$ cat config.mk
export PLATFORM = sky130hd
export DESIGN_NAME = sound_noise_ctrl_flat
export DESIGN_NICKNAME = d
export VERILOG_FILES = /design/src/rtl/sound_pkg.sv /design/src/rtl/sound_noise_ctrl_if.sv /design/src/rtl/sound_frame_seq.sv /design/src/rtl/sound_noise_ctrl.sv /design/src/flat_wrapper.sv
export SDC_FILE = /design/constraint.sdc
export NUM_CORES = 1
export LEC_CHECK = 0
export ABC_AREA = 1
export BUFFER_PORTS_ARGS = -buffer_cell sky130_fd_sc_hd__buf_2
export CAP_MARGIN = 20
export CORE_MARGIN = 2
export CORE_UTILIZATION = 56
export CTS_CLUSTER_DIAMETER = 60
export CTS_CLUSTER_SIZE = 28
export DETAILED_ROUTE_END_ITERATION = 10
export GPL_TIMING_DRIVEN = 0
export MAX_ROUTING_LAYER = met4
export PLACE_DENSITY = 0.84
export SETUP_SLACK_MARGIN = 0.05
export SYNTH_ARGS = -nofsm -noshare
export SYNTH_HDL_FRONTEND = slang
export SYNTH_SLANG_ARGS = --single-unit
$ cat constraint.sdc
create_clock -name clk -period 3.3 [get_ports clk]
set_input_delay 0.99 -clock clk [delete_from_list [all_inputs] [get_ports clk]]
set_output_delay 0.99 -clock clk [all_outputs]
set_load 0.03 [all_outputs]
$ cat src/rtl/sound_pkg.sv
// Shared definitions for the sound channel control blocks: register map,
// NR4x bit positions, read-back masks and frame-sequencer step decode.
package sound_pkg;

  localparam logic [15:0] NR41_ADDR = 16'hFF20;
  localparam logic [15:0] NR42_ADDR = 16'hFF21;
  localparam logic [15:0] NR43_ADDR = 16'hFF22;
  localparam logic [15:0] NR44_ADDR = 16'hFF23;

  localparam int NR44_TRIG_BIT   = 7;
  localparam int NR44_SINGLE_BIT = 6;

  // Write-only bits read back as 1.
  localparam logic [7:0] NR41_RD_MASK = 8'hFF;
  localparam logic [7:0] NR44_RD_MASK = 8'hBF;

  localparam logic [2:0] ENV_STEP = 3'd7;

  // The length counter is clocked on the even frame steps.
  function automatic logic is_len_step(input logic [2:0] step);
    return ~step[0];
  endfunction

endpackage

$ cat src/rtl/sound_noise_ctrl_if.sv
// CPU-side register bus shared by the sound channel control blocks.
interface sound_noise_ctrl_if;
    logic [15:0] a;
    logic [7:0]  din;
    logic        wr;
    logic        rd;
    logic [7:0]  dout;

    modport master (output a, din, wr, rd, input dout);
    modport slave  (input a, din, wr, rd, output dout);
endinterface

$ cat src/rtl/sound_frame_seq.sv
// 512 Hz frame sequencer: prescaler plus 3-bit step counter producing the
// length-counter and volume-envelope clocks. Held cleared while disabled.
module sound_frame_seq
    import sound_pkg::*;
#(
    parameter int FS_DIV = 8192
) (
    input  logic clk,
    input  logic rst,
    input  logic en,
    output logic clk_length_ctr,
    output logic clk_vol_env
);
    localparam int PRE_W = (FS_DIV > 1) ? $clog2(FS_DIV) : 1;

    logic [PRE_W-1:0] prescaler, prescaler_nxt;
    logic [2:0]       step, step_nxt;

    // NOTE: every variable driven here gets a default first, so no path
    // through the block can leave it unassigned and infer a latch.
    always_comb begin
        prescaler_nxt = '0;
        step_nxt      = '0;
        if (en) begin
            step_nxt = step;
            if (prescaler == PRE_W'(FS_DIV - 1)) begin
                step_nxt = step + 3'd1;
            end else begin
                prescaler_nxt = prescaler + PRE_W'(1);
            end
        end
    end

    // Clock outputs are decoded from the next step so they line up with the
    // step register rather than lagging it by a cycle.
    // NOTE: sequential state uses non-blocking assignments only, so every
    // register samples pre-edge values regardless of statement order.
    always_ff @(posedge clk) begin
        if (!rst) begin
            prescaler      <= '0;
            step           <= '0;
            clk_length_ctr <= 1'b0;
            clk_vol_env    <= 1'b0;
        end else begin
            prescaler      <= prescaler_nxt;
            step           <= step_nxt;
            clk_length_ctr <= en & is_len_step(step_nxt);
            clk_vol_env    <= en & (step_nxt == ENV_STEP);
        end
    end

endmodule

$ cat src/rtl/sound_noise_ctrl.sv
// Noise channel (channel 4) control front end: NR41-NR44 register file,
// trigger pulse stretcher and frame sequencer instance.
module sound_noise_ctrl
    import sound_pkg::*;
#(
    parameter int FS_DIV    = 8192,
    parameter int START_LEN = 4
) (
    input  logic                 clk,
    input  logic                 rst,
    sound_noise_ctrl_if.slave    bus,
    input  logic                 sound_on,
    output logic [5:0]           length,
    output logic [3:0]           initial_volume,
    output logic                 envelope_increasing,
    output logic [2:0]           num_envelope_sweeps,
    output logic [3:0]           shift_clock_freq,
    output logic                 counter_width,
    output logic [2:0]           freq_dividing_ratio,
    output logic                 single,
    output logic                 start,
    output logic                 clk_length_ctr,
    output logic                 clk_vol_env
);
    localparam int CNT_W = $clog2(START_LEN);

    logic [7:0]       nr42, nr43;
    logic [CNT_W-1:0] start_cnt;
    logic             wr_en, trigger;

    assign wr_en   = bus.wr & sound_on;
    assign trigger = wr_en & (bus.a == NR44_ADDR) & bus.din[NR44_TRIG_BIT];

    assign {initial_volume, envelope_increasing, num_envelope_sweeps} = nr42;
    assign {shift_clock_freq, counter_width, freq_dividing_ratio}     = nr43;

    always_ff @(posedge clk) begin
        if (!rst || !sound_on) begin
            length    <= '0;
            nr42      <= '0;
            nr43      <= '0;
            single    <= 1'b0;
            start     <= 1'b0;
            start_cnt <= '0;
        end else begin
            if (wr_en) begin
                unique case (bus.a)
                    NR41_ADDR: length <= bus.din[5:0];
                    NR42_ADDR: nr42   <= bus.din;
                    NR43_ADDR: nr43   <= bus.din;
                    NR44_ADDR: single <= bus.din[NR44_SINGLE_BIT];
                    default: ;
                endcase
            end
            // A re-trigger reloads the count, so start never drops between pulses.
            if (trigger) begin
                start     <= 1'b1;
                start_cnt <= CNT_W'(START_LEN - 1);
            end else if (start) begin
                if (start_cnt == '0) start <= 1'b0;
                else                 start_cnt <= start_cnt - CNT_W'(1);
            end
        end
    end

    always_comb begin
        bus.dout = 8'hFF;
        if (bus.rd) begin
            unique case (bus.a)
                NR41_ADDR: bus.dout = {2'b00, length} | NR41_RD_MASK;
                NR42_ADDR: bus.dout = nr42;
                NR43_ADDR: bus.dout = nr43;
                NR44_ADDR: bus.dout = {1'b0, single, 6'b0} | NR44_RD_MASK;
                default:   bus.dout = 8'hFF;
            endcase
        end
    end

    sound_frame_seq #(.FS_DIV(FS_DIV)) u_frame_seq (
        .clk            (clk),
        .rst            (rst),
        .en             (sound_on),
        .clk_length_ctr (clk_length_ctr),
        .clk_vol_env    (clk_vol_env)
    );

endmodule

$ cat src/flat_wrapper.sv
// flat-port wrapper written by rule: the top's interface ports become plain ports
module sound_noise_ctrl_flat import sound_pkg::*;
#(
    parameter int FS_DIV    = 8192,
    parameter int START_LEN = 4
)
  (clk, rst, sound_on, length, initial_volume, envelope_increasing, num_envelope_sweeps, shift_clock_freq, counter_width, freq_dividing_ratio, single, start, clk_length_ctr, clk_vol_env, bus_a, bus_din, bus_wr, bus_rd, bus_dout);
  sound_noise_ctrl_if bus_i ();
  input  logic clk;
  input  logic rst;
  input  logic sound_on;
  output logic [5:0] length;
  output logic [3:0] initial_volume;
  output logic envelope_increasing;
  output logic [2:0] num_envelope_sweeps;
  output logic [3:0] shift_clock_freq;
  output logic counter_width;
  output logic [2:0] freq_dividing_ratio;
  output logic single;
  output logic start;
  output logic clk_length_ctr;
  output logic clk_vol_env;
  input wire logic [$bits(bus_i.a)-1:0] bus_a;
  input wire logic [$bits(bus_i.din)-1:0] bus_din;
  input wire logic [$bits(bus_i.wr)-1:0] bus_wr;
  input wire logic [$bits(bus_i.rd)-1:0] bus_rd;
  output wire logic [$bits(bus_i.dout)-1:0] bus_dout;
  assign bus_i.a = bus_a;
  assign bus_i.din = bus_din;
  assign bus_i.wr = bus_wr;
  assign bus_i.rd = bus_rd;
  assign bus_dout = bus_i.dout;
  sound_noise_ctrl #(.FS_DIV(FS_DIV), .START_LEN(START_LEN)) u_core (.clk(clk), .rst(rst), .bus(bus_i), .sound_on(sound_on), .length(length), .initial_volume(initial_volume), .envelope_increasing(envelope_increasing), .num_envelope_sweeps(num_envelope_sweeps), .shift_clock_freq(shift_clock_freq), .counter_width(counter_width), .freq_dividing_ratio(freq_dividing_ratio), .single(single), .start(start), .clk_length_ctr(clk_length_ctr), .clk_vol_env(clk_vol_env));
endmodule
After elaboration in Yosys (flattened, before gate mapping)
Index checks and enable logic that the tools add are counted.
Storage, ports and cells
  bits of input ports: 29
  output and inout bits: 34
  register bits after elaboration: 44
  logic and storage cells: 49
Cells by class
  add/sub/neg operators: 3
  mux-type cells: 10
  reduce and logical (&&, ||, !) cells: 11
  eq/ne operators: 7
  bitwise logic cells: 8
Operators by type and width (count)
  equality test 16 bit (second input constant): 4
  one-hot mux 8 bit (3 select lines): 1
  adder 13 x 1 -> 13 bit (second input constant): 1
  equality test 13 bit (second input constant): 1
  AND reduction 2 bit: 5
  two-way mux 8 bit: 1
  two-way mux 2 bit: 3
  two-way mux 3 bit: 2
  AND 1 bit: 5
  adder 3 x 1 -> 3 bit (second input constant): 1
  equality test 3 bit (second input constant): 1
  two-way mux 1 bit: 3
  NOT 1 bit: 3
  OR reduction 3 bit: 1
  zero test 1 bit: 2
  zero test 2 bit: 1
  != test 2 x 1 -> 1 bit (second input constant): 1
  nonzero test 2 bit: 1
  subtractor 2 x 1 -> 2 bit (second input constant): 1
  logical OR 1 bit: 1

Longest topological paths before layout
  word-level depth: 5
  gate-level depth with buffers: 11
  depth with buffers taken out: 10

Modules after synthesis
A second synthesis with hierarchy kept.
Unflattened totals
  cell total of the unflattened synthesis: 335
  area total of the unflattened synthesis: 2449.8 um^2
Modules (own cells, without submodules)
  sound_noise_ctrl: seq. area each 520.5 um^2, cells each 237, area an instance 1611.5 um^2, instances 1
  sound_frame_seq: seq. area each 360.3 um^2, cells each 98, area an instance 838.3 um^2, instances 1

Worst setup path before layout
No wires, ideal clock.
  kind: input -> output
  from: input port bus_a[4]
  to: output port bus_dout[4]
  buffers on the path: 1
  stages on the path: 10
  arrival time: 2.065 ns
  data required time: 2.310 ns
  setup slack: 0.245 ns
  cell sequence: inv_1 nand2_1 nor2_1 inv_2 nor2_8 buf_2 nand4_1 nand2_1 inv_1 nand2_1
On the way
  word-level cells in the longest chain between the ends: 3
  elaborated cells on any way between the ends: 5
  classes of those cells: eq/ne (3); mux (2)
RTL lines
  start: declaration: RTL line flat_wrapper.sv:23  | input wire logic [$bits(bus_i.a)-1:0] bus_a;
  equality test 16 bit: RTL line sound_noise_ctrl.sv:69  | unique case (bus.a)
  one-hot mux 8 bit (3 select lines) *: RTL line sound_noise_ctrl.sv:69
  two-way mux 8 bit *: RTL line sound_noise_ctrl.sv:68  | if (bus.rd) begin
  end: declaration: RTL line flat_wrapper.sv:27  | output wire logic [$bits(bus_i.dout)-1:0] bus_dout;
Mark *: on every way between the ends. The rest lies on a longest branch, timed or not.

Worst setup path after layout
  from: input port bus_a[6]
  to: output port bus_dout[2]
Same word-level chain as after synthesis.

==> run_results.csv <==
group,metric,value,unit
placement,routabilityCongestion,0.838,
clocking,clk_latency,0.30,ns
worst_setup_path,cp.required,2.31,ns
logic_synthesis,synth.top_cell.area_share,38.3,%
global_routing,grt_pass1_wl,8260,µm
logic_synthesis,synth-seq-cells,44,
drt,first_pass_iters,4,
sta,period_needed,3.17,ns
logic_synthesis,synthArstFlopShare,0,%
logic_synthesis,synth_flop_cell,"dfxtp_1",
finish,finalNonFillerCells,475,
sta,final_hold_viol_count,0,
worst_setup_path,endpoint_kind,"output port",
logic_synthesis,yosysTopAreaCell,"dfxtp_1",
clocking,hold_buffers,0,
sta,worst_pin_slew,0.428,ns
clocking,clkSlewWorstSetupHoldPaths,0.07,ns
placement,pre_cts_slack,-0.0132,ns
worst_setup_path,crit_family,"simple AND/OR/NAND/NOR gates",
worst_setup_path,path_class,"in2out",
drt,drc_errors,0,
worst_setup_path,worst-endpoint-arrival,2.18,ns
flow_run,max_cap_viol_count,0,
min_path,hold_class,"reg2reg",
sta,finalCritPeriodShare,96.1,%
worst_setup_path,cp-start-kind,"primary input",
clocking,clockBufferDepth,2,
finish,utilization,72.1,%
placement,io_buffers,62,
drt,vias,2298,
drt,first_iter_violations,56,
global_routing,grt_overflow_total,0,
global_routing,antenna_found_initial,0,
logic_synthesis,synth_edf_count,0,
sta,slew_violations,0,
sta,fin_skew,0.00840,ns
logic_synthesis,ys.warnings.count,0,
power_and_ir_drop,power_density,348,nW/µm²
worst_setup_path,cp_slowest_cell,"clkbuf_4",
sta,holdWs,0.451,ns
clocking,cts_tree,"done",
worst_setup_path,critPathMaxFanout,7,
logic_synthesis,ys_top_cells_by_area,"dfxtp_1, nand2_1, inv_1, nor2_1, nand4_1",
finish,area_growth,24.4,%
finish,num-fill-cells,344,
outcome,status,"complete, no violations",
worst_setup_path,cpPeakStageDelay,0.18,ns
floorplan,ioPinCount,63,
logic_synthesis,netlist_area,2300,µm²
placement,dp_cells,462,
drt,vias_per_cell,4.84,
power_and_ir_drop,leakage,1.43,nW
sta,slew_headroom,71.3,%
logic_synthesis,ys_seq_area_share,38.3,%
global_routing,grt_max_degree,14,
drt,wire_per_inst,11.2,µm
sta,setup_viol,0,
global_routing,grt_pass1_vias,1991,
finish,fin_area,2860,µm²
clocking,cts_buffers,5,
sta,finalSetupTns,0,ns
worst_setup_path,r2r_slack,1.59,ns
sta,postLayoutSetupSlackWorst,0.128,ns
power_and_ir_drop,power.total,996,µW
worst_setup_path,critPathBufInv,5,
drt,antenna_left,0,
floorplan,initial_core_util,57.9,%
clocking,cts_root_buf,"clkbuf_8",
placement,placed_cell_area,2670,µm²
worst_setup_path,crit_top_cell,"nand2_1",
floorplan,die_h,68.1,µm
global_routing,grt_usage,24.6,%
finish,layout-drive-gt1-share,23.1,%
clocking,cts.htree.levels,2,
power_and_ir_drop,peakVddDrop,0.000464,V
logic_synthesis,synthCells,350,
finish,diodes,0,
worst_setup_path,path_cells,"buf_2 > inv_1 > nand2_1 > nor2_2 > buf_4 > nand2_1 > nor2_4 > inv_1 > nand2_1 > nor2_4 > nand2_1 > clkbuf_4",
floorplan,die_x,68.1,µm
placement,dp_hpwl,3890,µm
finish,nets,456,
logic_synthesis,avgSynthCellArea,6.57,µm²
logic_synthesis,ys_types,28,
floorplan,rows,23,
sta,maxClockFrequency,315,MHz
floorplan,dieArea,4640,µm²
sta,rsz0062_at_grt,"false",
drt,totalWireLength,5310,µm
floorplan,coreArea,3970,µm²
clocking,clock-sinks,44,
logic_synthesis,syn_nets,382,
==> cells in the final DEF (no fill, tap or decap), types with 2 or more instances in the layout <==
master,n
nor2_4,4
clkbuf_8,5
nor3_1,3
nand4_1,17
xor2_1,7
nor2_2,4
clkbuf_1,3
nand3_1,19
xnor2_1,4
clkbuf_4,4
inv_1,64
ha_1,3
buf_2,59
buf_4,6
inv_2,4
buf_6,4
nand2_1,91
a21oi_1,8
nor2_1,58
nand2_2,2
dfxtp_1,44
==> path summary, 6_finish.rpt <==
kind                                    from                         endpoint  cells after the start
max reg2reg  u_core.u_frame_seq.prescaler[0]  u_core.u_frame_seq.prescaler[7]                      7
max                                 bus_a[6]                      bus_dout[2]                     12
min reg2reg  u_core.u_frame_seq.prescaler[0]  u_core.u_frame_seq.prescaler[0]                      1
min          u_core.u_frame_seq.prescaler[0]  u_core.u_frame_seq.prescaler[0]                      1
==> area by class of cell <==
type	count	area, µm²	share of cell area, %
multi-input combinational	229	1130	39.4
sequential	44	881	30.8
timing repair buffer	67	358	12.5
inverter	68	255	8.92
clock buffer	6	72.6	2.54
buffer	9	68.8	2.40
tap	50	62.6	2.19
clock inverter	2	35.0	1.22
==> power breakdown <==
part           switching, mW  internal (mW)
clock network          0.175          0.225
logic                 0.0407         0.0228
registers            0.00105          0.532
==> registers in the layout, summed over array words and instances (netlist names) <==
register                           count
u_core.length                          6
u_core.u_frame_seq.clk_length_ctr      1
u_core.nr42                            8
u_core.start                           1
u_core.u_frame_seq.step                3
u_core.nr43                            8
u_core.single                          1
u_core.start_cnt                       2
u_core.u_frame_seq.clk_vol_env         1
u_core.u_frame_seq.prescaler          13
==> what timing repair did <==
action | in CTS | in global routing
resized for setup | 4 | 11
pin swaps | 2 | 5
endpoints found under the setup margin | 8 | 8
setup buffers | 2 | 3
==> synth_stat cells (3+ instances only) <==
cell type	n
nor3_1	3
nor2_1	60
xnor2_1	4
xor2_1	7
nand4_1	17
inv_2	4
dfxtp_1	44
nand3_1	19
buf_2	4
ha_1	3
a21oi_1	8
nor2_2	4
nand2_1	92
inv_1	64
==> routing by layer <==
| metal | GRT usage, % | share of wire (%) | wire [µm] |
|---|---|---|---|
| met1 | 29.4 | 42 | 2250 |
| met2 | 40.4 | 49 | 2600 |
| met3 | 5.43 | 7.1 | 376 |
| met4 | 9.25 | 1.4 | 74 |
| met5 | - | 0 | 0 |
==> cells by family (layout without fill, tap and decap cells) <==
family	after synthesis	count (layout)	synth area share [%]
and+or+nand+nor	203	203	39.6
buffers and inverters	77	152	13.4
DFF	44	44	38.3
AOI/OAI and AO/OA	12	12	2.88
xor gates and xnor gates	11	11	4.19
adders and majority gates	3	3	1.63
(Power assumes the default switching activity.)
